<file path="src/rtl/mips_multi_cycle_controller.sv">
// Multi-cycle MIPS control unit: Moore FSM that sequences fetch/decode/execute/writeback
// and counts retired instructions, with an optional memory-ready handshake.
`timescale 1ns/1ps
module mips_multi_cycle_controller #(
    parameter int unsigned CNT_W         = 16,
    parameter bit          MEM_HANDSHAKE = 1'b1
) (
    input  logic             clk,
    input  logic             rst,
    input  logic [5:0]       OpCode,
    input  logic [5:0]       Func,
    input  logic             Zero,
    input  logic             MemReady,
    output logic             IorD,
    output logic             IRWrite,
    output logic             PcWrite,
    output logic             RegWrite,
    output logic             AluSrcA,
    output logic             MemRead,
    output logic             MemWrite,
    output logic             Halted,
    output logic [1:0]       PcSrc,
    output logic [1:0]       RegDst,
    output logic [1:0]       MemToReg,
    output logic [1:0]       AluSrcB,
    output logic [2:0]       AluOperation,
    output logic [3:0]       State,
    output logic [CNT_W-1:0] InstrCount
);

    localparam logic [3:0] S_FETCH  = 4'd0;
    localparam logic [3:0] S_DECODE = 4'd1;
    localparam logic [3:0] S_MEMADR = 4'd2;
    localparam logic [3:0] S_MEMRD  = 4'd3;
    localparam logic [3:0] S_MEMWB  = 4'd4;
    localparam logic [3:0] S_MEMWR  = 4'd5;
    localparam logic [3:0] S_EXEC   = 4'd6;
    localparam logic [3:0] S_RWB    = 4'd7;
    localparam logic [3:0] S_BRANCH = 4'd8;
    localparam logic [3:0] S_JUMP   = 4'd9;
    localparam logic [3:0] S_IEXEC  = 4'd10;
    localparam logic [3:0] S_IWB    = 4'd11;
    localparam logic [3:0] S_JAL    = 4'd12;
    localparam logic [3:0] S_JR     = 4'd13;
    localparam logic [3:0] S_HALT   = 4'd14;

    localparam logic [5:0] OP_RTYPE = 6'b000000;
    localparam logic [5:0] OP_LW    = 6'b100011;
    localparam logic [5:0] OP_SW    = 6'b101011;
    localparam logic [5:0] OP_ADDI  = 6'b001000;
    localparam logic [5:0] OP_SLTI  = 6'b001010;
    localparam logic [5:0] OP_BEQ   = 6'b000100;
    localparam logic [5:0] OP_BNE   = 6'b000101;
    localparam logic [5:0] OP_J     = 6'b000010;
    localparam logic [5:0] OP_JAL   = 6'b000011;
    localparam logic [5:0] OP_HALT  = 6'b111111;

    localparam logic [5:0] FN_JR    = 6'b001000;
    localparam logic [5:0] FN_ADD   = 6'b100000;
    localparam logic [5:0] FN_SUB   = 6'b100010;
    localparam logic [5:0] FN_AND   = 6'b100100;
    localparam logic [5:0] FN_OR    = 6'b100101;
    localparam logic [5:0] FN_SLT   = 6'b101010;

    localparam logic [2:0] ALU_ADD  = 3'b010;
    localparam logic [2:0] ALU_SUB  = 3'b110;
    localparam logic [2:0] ALU_AND  = 3'b000;
    localparam logic [2:0] ALU_OR   = 3'b001;
    localparam logic [2:0] ALU_SLT  = 3'b111;

    logic [3:0]       state_q, state_d;
    logic [CNT_W-1:0] cnt_q, cnt_d;
    logic             rdy;
    logic             retire;

    assign rdy        = MEM_HANDSHAKE ? MemReady : 1'b1;
    assign State      = state_q;
    assign InstrCount = cnt_q;

    // State and retired-instruction counter registers
    always_ff @(posedge clk or negedge rst) begin
        if (!rst) begin
            state_q <= S_FETCH;
            cnt_q   <= '0;
        end else begin
            state_q <= state_d;
            cnt_q   <= cnt_d;
        end
    end

    // Next-state and retire decision
    always_comb begin
        state_d = state_q;
        retire  = 1'b0;
        case (state_q)
            S_FETCH:  if (rdy) state_d = S_DECODE;
            S_DECODE: begin
                case (OpCode)
                    OP_RTYPE:        state_d = (Func == FN_JR) ? S_JR : S_EXEC;
                    OP_LW, OP_SW:    state_d = S_MEMADR;
                    OP_ADDI, OP_SLTI: state_d = S_IEXEC;
                    OP_BEQ, OP_BNE:  state_d = S_BRANCH;
                    OP_J:            state_d = S_JUMP;
                    OP_JAL:          state_d = S_JAL;
                    OP_HALT:         state_d = S_HALT;
                    default:         state_d = S_FETCH;
                endcase
            end
            S_MEMADR: state_d = (OpCode == OP_LW) ? S_MEMRD : S_MEMWR;
            S_MEMRD:  if (rdy) state_d = S_MEMWB;
            S_MEMWR: begin
                if (rdy) begin
                    state_d = S_FETCH;
                    retire  = 1'b1;
                end
            end
            S_EXEC:   state_d = S_RWB;
            S_IEXEC:  state_d = S_IWB;
            S_MEMWB, S_RWB, S_IWB, S_BRANCH, S_JUMP, S_JAL, S_JR: begin
                state_d = S_FETCH;
                retire  = 1'b1;
            end
            S_HALT:   state_d = S_HALT;
            default:  state_d = S_FETCH;
        endcase
        cnt_d = retire ? cnt_q + CNT_W'(1) : cnt_q;
    end

    // Moore output decode; FETCH strobes are gated by reset since reset parks the FSM there
    always_comb begin
        IorD         = 1'b0;
        IRWrite      = 1'b0;
        PcWrite      = 1'b0;
        RegWrite     = 1'b0;
        AluSrcA      = 1'b0;
        MemRead      = 1'b0;
        MemWrite     = 1'b0;
        Halted       = 1'b0;
        PcSrc        = 2'b00;
        RegDst       = 2'b00;
        MemToReg     = 2'b00;
        AluSrcB      = 2'b00;
        AluOperation = 3'b000;
        case (state_q)
            S_FETCH: begin
                MemRead      = 1'b1;
                AluSrcB      = 2'b01;
                AluOperation = ALU_ADD;
                IRWrite      = rdy & rst;
                PcWrite      = rdy & rst;
            end
            S_DECODE: begin
                AluSrcB      = 2'b11;
                AluOperation = ALU_ADD;
            end
            S_MEMADR: begin
                AluSrcA      = 1'b1;
                AluSrcB      = 2'b10;
                AluOperation = ALU_ADD;
            end
            S_MEMRD: begin
                MemRead = 1'b1;
                IorD    = 1'b1;
            end
            S_MEMWB: begin
                RegWrite = 1'b1;
                MemToReg = 2'b01;
            end
            S_MEMWR: begin
                MemWrite = 1'b1;
                IorD     = 1'b1;
            end
            S_EXEC: begin
                AluSrcA = 1'b1;
                case (Func)
                    FN_ADD:  AluOperation = ALU_ADD;
                    FN_SUB:  AluOperation = ALU_SUB;
                    FN_AND:  AluOperation = ALU_AND;
                    FN_OR:   AluOperation = ALU_OR;
                    FN_SLT:  AluOperation = ALU_SLT;
                    default: AluOperation = ALU_ADD;
                endcase
            end
            S_RWB: begin
                RegWrite = 1'b1;
                RegDst   = 2'b01;
            end
            S_IEXEC: begin
                AluSrcA      = 1'b1;
                AluSrcB      = 2'b10;
                AluOperation = (OpCode == OP_SLTI) ? ALU_SLT : ALU_ADD;
            end
            S_IWB:    RegWrite = 1'b1;
            S_BRANCH: begin
                AluSrcA      = 1'b1;
                AluOperation = ALU_SUB;
                PcSrc        = 2'b01;
                PcWrite      = (OpCode == OP_BEQ) ? Zero : ~Zero;
            end
            S_JUMP: begin
                PcSrc   = 2'b10;
                PcWrite = 1'b1;
            end
            S_JAL: begin
                PcSrc    = 2'b10;
                PcWrite  = 1'b1;
                RegWrite = 1'b1;
                RegDst   = 2'b10;
                MemToReg = 2'b10;
            end
            S_JR: begin
                PcSrc   = 2'b11;
                PcWrite = 1'b1;
            end
            S_HALT:   Halted = 1'b1;
            default:  ;
        endcase
    end

endmodule

</file>
<file path="config.mk">
export PLATFORM = sky130hd
export DESIGN_NAME = mips_multi_cycle_controller
export DESIGN_NICKNAME = d
export VERILOG_FILES = /design/src/rtl/mips_multi_cycle_controller.sv
export SDC_FILE = /design/constraint.sdc
export NUM_CORES = 1
export LEC_CHECK = 0
export ABC_AREA = 1
export ABC_CLOCK_PERIOD_IN_PS = 4100
export BUFFER_PORTS_ARGS = -buffer_cell sky130_fd_sc_hd__buf_2
export CAP_MARGIN = 10
export CORE_ASPECT_RATIO = 1.4
export CORE_MARGIN = 4
export CORE_UTILIZATION = 55
export DETAILED_ROUTE_END_ITERATION = 10
export GPL_ROUTABILITY_DRIVEN = 1
export PLACE_DENSITY = 0.82
export SYNTH_ARGS = -nofsm -noshare
export SYNTH_HDL_FRONTEND = slang
export SYNTH_SLANG_ARGS = --single-unit
</file>
<file path="constraint.sdc">
create_clock -name clk -period 4.1 [get_ports clk]
set_input_delay 0.41 -clock clk [delete_from_list [all_inputs] [get_ports clk]]
set_output_delay 0.41 -clock clk [all_outputs]
set_load 0.05 [all_outputs]
</file>
Word-level counts from Yosys, hierarchy flattened --
Cells that the tools add are included.
Word-level totals: register bits 20, input bits 16, output and inout port bits 39, logic and storage cells 76
Operators by class: $add $sub $neg 1, eq/ne operators 31, mux-type cells 25, bitwise gates (word level) 2, reductions and logical operators 15
Operators with widths (number):
- $eq A6 B6 Y1 const B | 7
- $pmux W4 S8 | 1
- $eq A4 B4 Y1 const B | 7
- $pmux W4 S7 | 1
- $pmux W3 S4 | 2
- $eq A6 B4 Y1 const B | 3
- $add A16 B1 Y16 const B | 1
- $eq A4 B3 Y1 const B | 4
- $mux W4 | 4
- $reduce_or A2 Y1 | 7
- $eq A6 B2 Y1 const B | 2
- $eq A6 B3 Y1 const B | 2
- $pmux W2 S3 | 2
- $mux W1 | 9
- $eq A4 B2 Y1 const B | 2
- $pmux W2 S2 | 2
- $reduce_or A4 Y1 | 2
- $reduce_or A7 Y1 | 1
- $logic_not A6 Y1 | 1
- $mux W3 | 2
- $ne A2 B2 Y1 const B | 3
- $reduce_or A3 Y1 | 2
- $eq A4 B1 Y1 const B | 1
- $logic_not A4 Y1 | 1
- other kinds (5) | 5

Depth between registers and ports, before layout --
Gate-level depths: netlist of run 1.
depth in word-level cells 4, gate-level depth with buffers 10, mapped depth without buffers 10

Worst setup path before layout of run 1 --
OpenSTA, ideal clock, no wires.
path type reg2out, start point register state_q[3] (netlist: State[3]), end point output AluOperation[1], data arrival time 2419 ps, data required time 3690 ps, path slack 1271 ps, stages on the path, launching flop included 5, path buffers 1, cells stage by stage dfrtp_1 > buf_2 > nor3_1 > nor2_1 > nand3_1
On the way: word-level cells in the longest chain between the ends 3, elaborated cells on any way between the ends 8, those cells by class eq/ne: 5; mux: 1; reduce/logical: 2
Ends and longest elaborated chain:
- from (decl) | RTL line 71 | logic [3:0] state_q, state_d;
- from (signal assigned) | RTL line 86 | state_q <= state_d;
- $eq A4 B1 Y1, or another cell as far along | RTL line 144 | case (state_q)
- $reduce_or A3 Y1 (no source line)
- $pmux W3 S4 (*) | RTL line 144
- to (decl) | RTL line 26 | output logic [2:0] AluOperation,
Every way passes the cells marked *; elsewhere a longest branch is shown, timed or not.

Worst setup path after layout of run 1 --
start point register state_q[1] (netlist: State[1]), end point output AluOperation[2]
The elaborated chain is that of the path after synthesis.

==> results of run 1 <==
## metrics by stage
step           setup WS, ns  instance area, µm²
6_report               1.83                1980
5_1_grt                1.70                1980
4_1_cts                1.85                1980
3_5_place_dp           2.14                1940
3_3_place_gp           2.13                1940
2_1_floorplan          1.27                1650
## routing by layer
layer,track usage (%),vias up,part of all wire [%],wire length (µm)
met5,0,-,0,0
met4,11.1,0,3.5,153
met3,3.27,17,6.2,271
met2,45.5,83,53,2300
met1,25.3,844,37,1630
li1,-,979,-,-
## registers in the layout, indices dropped and copies added, names as in the netlist
register    flops
InstrCount     16
State           4
## critical path, cell delays in order (launching register included)
cell and delay (ns):
dfrtp_1 0.45, inv_1 0.10, nor2_1 0.32, nand2_1 0.18
nor2_1 0.11, nand2_1 0.08, nand3_1 0.10, buf_2 0.26
## logic make-up (layout without fill, tap and decap cells)
family / Yosys count / after routing / synth area share (%)
XOR/XNOR: 9 / 9 / 4.77
buffers and inverters: 45 / 98 / 11.2
adder cells (fa/ha/maj): 1 / 1 / 0.756
flip-flops: 20 / 20 / 30.3
AND/OR/NAND/NOR: 180 / 180 / 45.0
AO/OA/AOI/OAI: 25 / 25 / 8.02
## cell usage after synthesis, drive strengths merged
library cell	instances	share of area [%]
nand2	97	22
nor2	52	12
inv	41	9.3
dfrtp	20	30
nand3	19	6.1
o21ai	18	5.7
xor2	7	3.7
a21oi	5	1.5
nand4	5	1.9
buf	4	1.9
nor3	4	1.2
nand3b	2	0.91
xnor2	2	1.1
ha	1	0.76
o211ai	1	0.45
o22ai	1	0.38
or2	1	0.38
## power by group through the flow
stage          clock network [mW]  registers, mW  logic (mW)
6_report                    0.127          0.287       0.579
5_1_grt                     0.140          0.295       0.629
4_1_cts                     0.131          0.286       0.580
3_5_place_dp                    0          0.289       0.578
3_3_place_gp                    0          0.287       0.574
2_1_floorplan                   0          0.400       0.346
## worst max path at each step
stage / from / depth (start not counted) / endpoint / slack (ns)
floorplan: State[3] / 4 / AluOperation[1] / 1.27
finish: State[1] / 7 / AluOperation[2] / 1.83
global route: State[0] / 8 / PcWrite / 1.70
global placement: State[1] / 7 / AluOperation[1] / 2.13
CTS: State[1] / 7 / AluOperation[2] / 1.85
detailed placement: State[1] / 7 / AluOperation[2] / 2.14
## final cells by class
class	count	area (µm²)
Clock buffer	3	41.3
Inverter	41	154
Tap cell	37	46.3
Multi-Input combinational cell	215	968
Timing Repair Buffer	54	270
Fill cell	289	897
Sequential cell	20	500
==> results.py, run 1 <==
metrics = {
    "worst_setup_path": {
        "arrival_ns": 1.86,
        "r2r-end": "InstrCount[2]",
        "reg2reg_slack_ns": 2.25,
        "crit_type": "reg2out",
        "setup.worst_path.start_class": "register",
        "reg2regPathDepth": 7,
        "end_kind": "primary output",
        "cp.required_ns": 3.69,
        "r2r_start": "State[1]",
        "crit_fanout": 7,
    },
    "sta": {
        "drv_slew": 0,
        "fmax_ghz": 0.440,
        "timing_hold_violations_final": 0,
        "tns_ns": 0,
        "rsz0062_at_grt": "false",
        "finClkSkew_ns": 0.00417,
        "worst_hold_slack_ns": 0.0869,
        "tightest_slew_ns": 0.481,
        "relSlewSlack_pct": 67.9,
        "min_period_ns": 2.27,
        "finalCritPeriodShare_pct": 55.4,
        "setup_violations": 0,
    },
    "routing": {
        "drt_wl_total_um": 4360,
        "drtIter0Drc": 68,
        "vias": 1923,
        "viasPerCell": 5.20,
        "drt-pass1-iter-count": 4,
        "wl_per_cell_um": 11.8,
        "drc": 0,
        "ant_nets": 0,
    },
    "power_and_ir_drop": {
        "power_frac_seq_pct": 28.9,
        "power.share.clock_pct": 12.8,
        "p_per_area_mw_per_mm2": 501,
        "p_sw_share_pct": 57.0,
        "power.switching_mw": 0.565,
        "leakage_nw": 1.12,
        "ir_drop_mv": 0.437,
        "p_comb_share_pct": 58.3,
        "p_total_mw": 0.992,
        "internal-power_mw": 0.427,
    },
    "cts": {
        "numCtsBuffers": 3,
        "clock_path_buffers": 2,
        "clock_latency_ns": 0.26,
        "cts_tree": "yes",
        "htreeDepth": 1,
        "clk_pin_slew_ns": 0.07,
        "cts_setup_buffers": 0,
        "cts-root-buf": "clkbuf_8",
        "cts_resized": 0,
        "clock_sinks": 20,
        "holdBufCountCts": 0,
    },
    "yosys": {
        "netlist_instances": 280,
        "yosysSeqAreaShare_pct": 30.3,
        "yosysWarningCount": 0,
        "synth_nets": 297,
        "ys_types": 25,
        "syn_area_per_cell_um2": 5.91,
        "synth-seq-cells": 20,
        "mappedNetlistArea_mm2": 0.00165,
    },
    "cells_and_area": {
        "antenna_cells": 0,
        "drive_above_1_share_pct": 18.6,
        "fin_cells": 370,
        "layout_commonest_cell": "nand2_1",
        "area_growth_syn_to_layout_pct": 19.7,
        "layout_common_cells": "nand2_1 (96), buf_2 (54), nor2_1 (50), inv_1 (41), dfrtp_1 (20)",
        "nNetsFinal": 352,
        "utilization_pct": 68.8,
    },
    "grt": {
        "antenna_found_initial": 0,
        "grt_pass1_vias": 1802,
        "grt_use_total_pct": 24.3,
        "grt_pass1_wl_um": 7250,
        "grt_overflow": 0,
        "grt_max_degree": 26,
    },
    "placement": {
        "hpwl_um": 3500,
        "port_buffers": 54,
        "routabilityCongestion": 0.842,
        "place_inst": 367,
    },
    "die": {
        "dieArea_mm2": 0.00396,
        "core_area_mm2": 0.00288,
        "die_y_um": 72.9,
        "ios": 55,
        "die_x_um": 54.4,
        "rows": 23,
        "start_util_pct": 57.5,
    },
    "hold_path": {
        "hp-class": "in2async",
    },
    "outcome": {
        "outcome": "complete, no violations",
    },
    "run": {
        "max-cap-violations": 0,
    },
}
Note: power is estimated with default switching activity, not from simulation.
==> run 2: changes to the inputs <==
ABC_AREA = 0   (was 1)
ABC_CLOCK_PERIOD_IN_PS = 1850   (was 4100)
CORE_UTILIZATION = 44   (was 55)
PLACE_DENSITY = 0.72   (was 0.82)
clock period = 1.85 ns   (was 4.1 ns; I/O delays follow)
==> results.py, run 2 <==
metrics = {
    "outcome": {
        "outcome": "complete, no violations",
    },
    "worst_setup_path": {
        "crit_type": "reg2out",
        "arrival_ns": 1.60,
        "cp.required_ns": 1.66,
        "end_kind": "primary output",
        "crit_fanout": 12,
        "setup.worst_path.start_class": "register",
    },
    "cells_and_area": {
        "antenna_cells": 0,
        "largest_register_ffs": 16,
        "utilization_pct": 65.7,
        "drive_above_1_share_pct": 42.9,
        "layout_commonest_cell": "buf_2",
        "area_growth_syn_to_layout_pct": 44.2,
        "nNetsFinal": 256,
        "layout_common_cells": "buf_2 (49), nor2_1 (18), nand2_1 (17), dfrtp_1 (16), buf_4 (14)",
    },
    "power_and_ir_drop": {
        "power_frac_seq_pct": 39.1,
        "leakage_nw": 0.977,
        "p_sw_share_pct": 39.5,
        "internal-power_mw": 0.825,
        "power.share.clock_pct": 23.7,
        "p_comb_share_pct": 37.1,
        "p_per_area_mw_per_mm2": 671,
        "p_total_mw": 1.36,
        "ir_drop_mv": 0.748,
        "power.switching_mw": 0.539,
    },
    "routing": {
        "vias": 1462,
        "drtIter0Drc": 38,
        "viasPerCell": 5.28,
        "ant_nets": 0,
        "drt_wl_total_um": 3740,
        "drc": 0,
        "drt-pass1-iter-count": 4,
        "wl_per_cell_um": 13.5,
    },
    "hold_path": {
        "hp-class": "in2reg",
    },
    "grt": {
        "antenna_found_initial": 0,
        "grt_pass1_vias": 1474,
        "grt_use_total_pct": 19.1,
        "grt_overflow": 0,
        "grt_max_degree": 21,
        "grt_pass1_wl_um": 6470,
    },
    "yosys": {
        "yosysSeqAreaShare_pct": 35.5,
        "yosys_most_used_dff": "dfrtp_1",
        "synthTopCellsByCount": "nor2_1 (24), dfrtp_1 (20), nand2_1 (20)",
        "yosysTopAreaCellShare_pct": 35.5,
        "yosysWarningCount": 0,
        "ys_top_cells_by_area": "dfrtp_1 (36%), xor2_1 (7.5%), nor2_1 (6.4%)",
        "synth-seq-cells": 20,
        "synth_nets": 192,
        "syn_area_per_cell_um2": 8.05,
        "mappedNetlistArea_mm2": 0.00141,
        "netlist_instances": 175,
        "synth-edff-count": 0,
        "synth_most_common_cell": "nor2_1",
        "synthArstFlopShare_pct": 100,
        "ys_types": 43,
        "synth_top_area_cell": "dfrtp_1",
    },
    "sta": {
        "rsz0062_at_grt": "true",
        "finClkSkew_ns": 0.00726,
        "setup_ws_ns": 0.0602,
        "drv_slew": 0,
        "finalCritPeriodShare_pct": 96.7,
        "tns_ns": 0,
        "timing_hold_violations_final": 0,
        "relSlewSlack_pct": 75.1,
        "fmax_ghz": 0.559,
        "tightest_slew_ns": 0.371,
        "min_period_ns": 1.79,
        "setup_violations": 0,
    },
    "cts": {
        "numCtsBuffers": 3,
        "htreeDepth": 1,
        "clock_latency_ns": 0.26,
        "cts_tree": "yes",
        "clock_sinks": 20,
        "clock_path_buffers": 2,
        "clk_pin_slew_ns": 0.07,
        "cts-root-buf": "clkbuf_8",
    },
    "placement": {
        "port_buffers": 54,
        "routabilityCongestion": 0.801,
        "dp_slack_ns": 0.107,
        "hpwl_um": 3030,
    },
    "die": {
        "ios": 55,
        "rows": 24,
        "dieArea_mm2": 0.00418,
        "start_util_pct": 45.6,
        "die_x_um": 55.8,
        "core_area_mm2": 0.00309,
        "die_y_um": 75.0,
    },
    "run": {
        "max-cap-violations": 0,
    },
}
run 2: changes by cell type after synthesis, sizes merged, moves of 3 or more:
cell,delta
nor2,-28
o21ai,-13
nand3,-10
inv,-33
nor4,+5
xor2,+5
clkbuf,+5
nor3b,+3
nand2,-77
and3,+3
xnor2,+6
run 2: cell families (layout without fill, tap and decap cells):
logic type,after synthesis,count (layout),synth area share (%)
DFF,20,20,35.5
and+or+nand+nor,85,85,30.2
xor gates and xnor gates,20,20,12.4
buffers and inverters,18,81,5.33
muxes,2,2,1.78
AOI/OAI and AO/OA,29,29,13.9
adders and majority gates,1,1,0.888
run 2: power by group through the flow:
stage          Clock [mW]  Combinational, mW  Sequential (mW)
2_1_floorplan           0              0.240            0.669
3_3_place_gp            0              0.496            0.544
3_5_place_dp            0              0.499            0.543
4_1_cts             0.332              0.502            0.535
5_1_grt             0.358              0.541            0.544
6_report            0.324              0.507            0.534
run 2: worst max-delay path, stage by stage, from the launching register on:
cell and delay [ns]:
dfrtp_2 0.41, buf_4 0.19, o31a_1 0.33, o21a_4 0.21, clkbuf_4 0.20
run 2: layer usage:
| metal | GRT usage, % | wire [µm] | up-vias |
|---|---|---|---|
| met2 | 34.5 | 1840 | 47 |
| li1 | - | - | 735 |
| met3 | 3.77 | 252 | 7 |
| met5 | 0 | 0 | - |
| met1 | 23.1 | 1580 | 673 |
| met4 | 6.60 | 65 | 0 |
run 2: through the flow:
step                      instances  area (µm²)  hold slack (ns)
after global placement          271        1920            0.182
after CTS                       277        2000            0.366
final                           277        2030            0.373
after floorplan                 175        1580           -0.111
after global routing            277        2030            0.384
after detailed placement        271        1920            0.182
run 2: what timing repair did:
| action | in CTS | in global routing |
|---|---|---|
| hold buffers | 1 | 0 |
| pin swaps | 3 | 1 |
| gates resized for setup | 2 | 9 |
| setup endpoints to repair | 2 | 7 |
| setup buffers | 1 | 0 |
| cloned | 0 | 0 |
| endpoints found under the hold margin | 20 | 0 |
run 2: worst paths after layout:
kind,endpoint,startpoint,slack [ns],depth (start not counted)
worst max-delay path,PcWrite,State[0],0.06,4
worst min-delay path,State[1],MemReady,0.37,4
worst max register to register,InstrCount[15],State[1],0.18,5
worst min register to register,InstrCount[15],InstrCount[15],0.47,1
max in group asynchronous,State[1],rst,1.15,3
min in group asynchronous,InstrCount[11],rst,0.46,3
run 2: area by class of cell:
class,instances,area (µm²)
sequential,20,505
fill,288,1060
tap,39,48.8
timing repair buffer,69,402
inverter,8,35.0
clock buffer,4,55.1
multi-input combinational,137,986
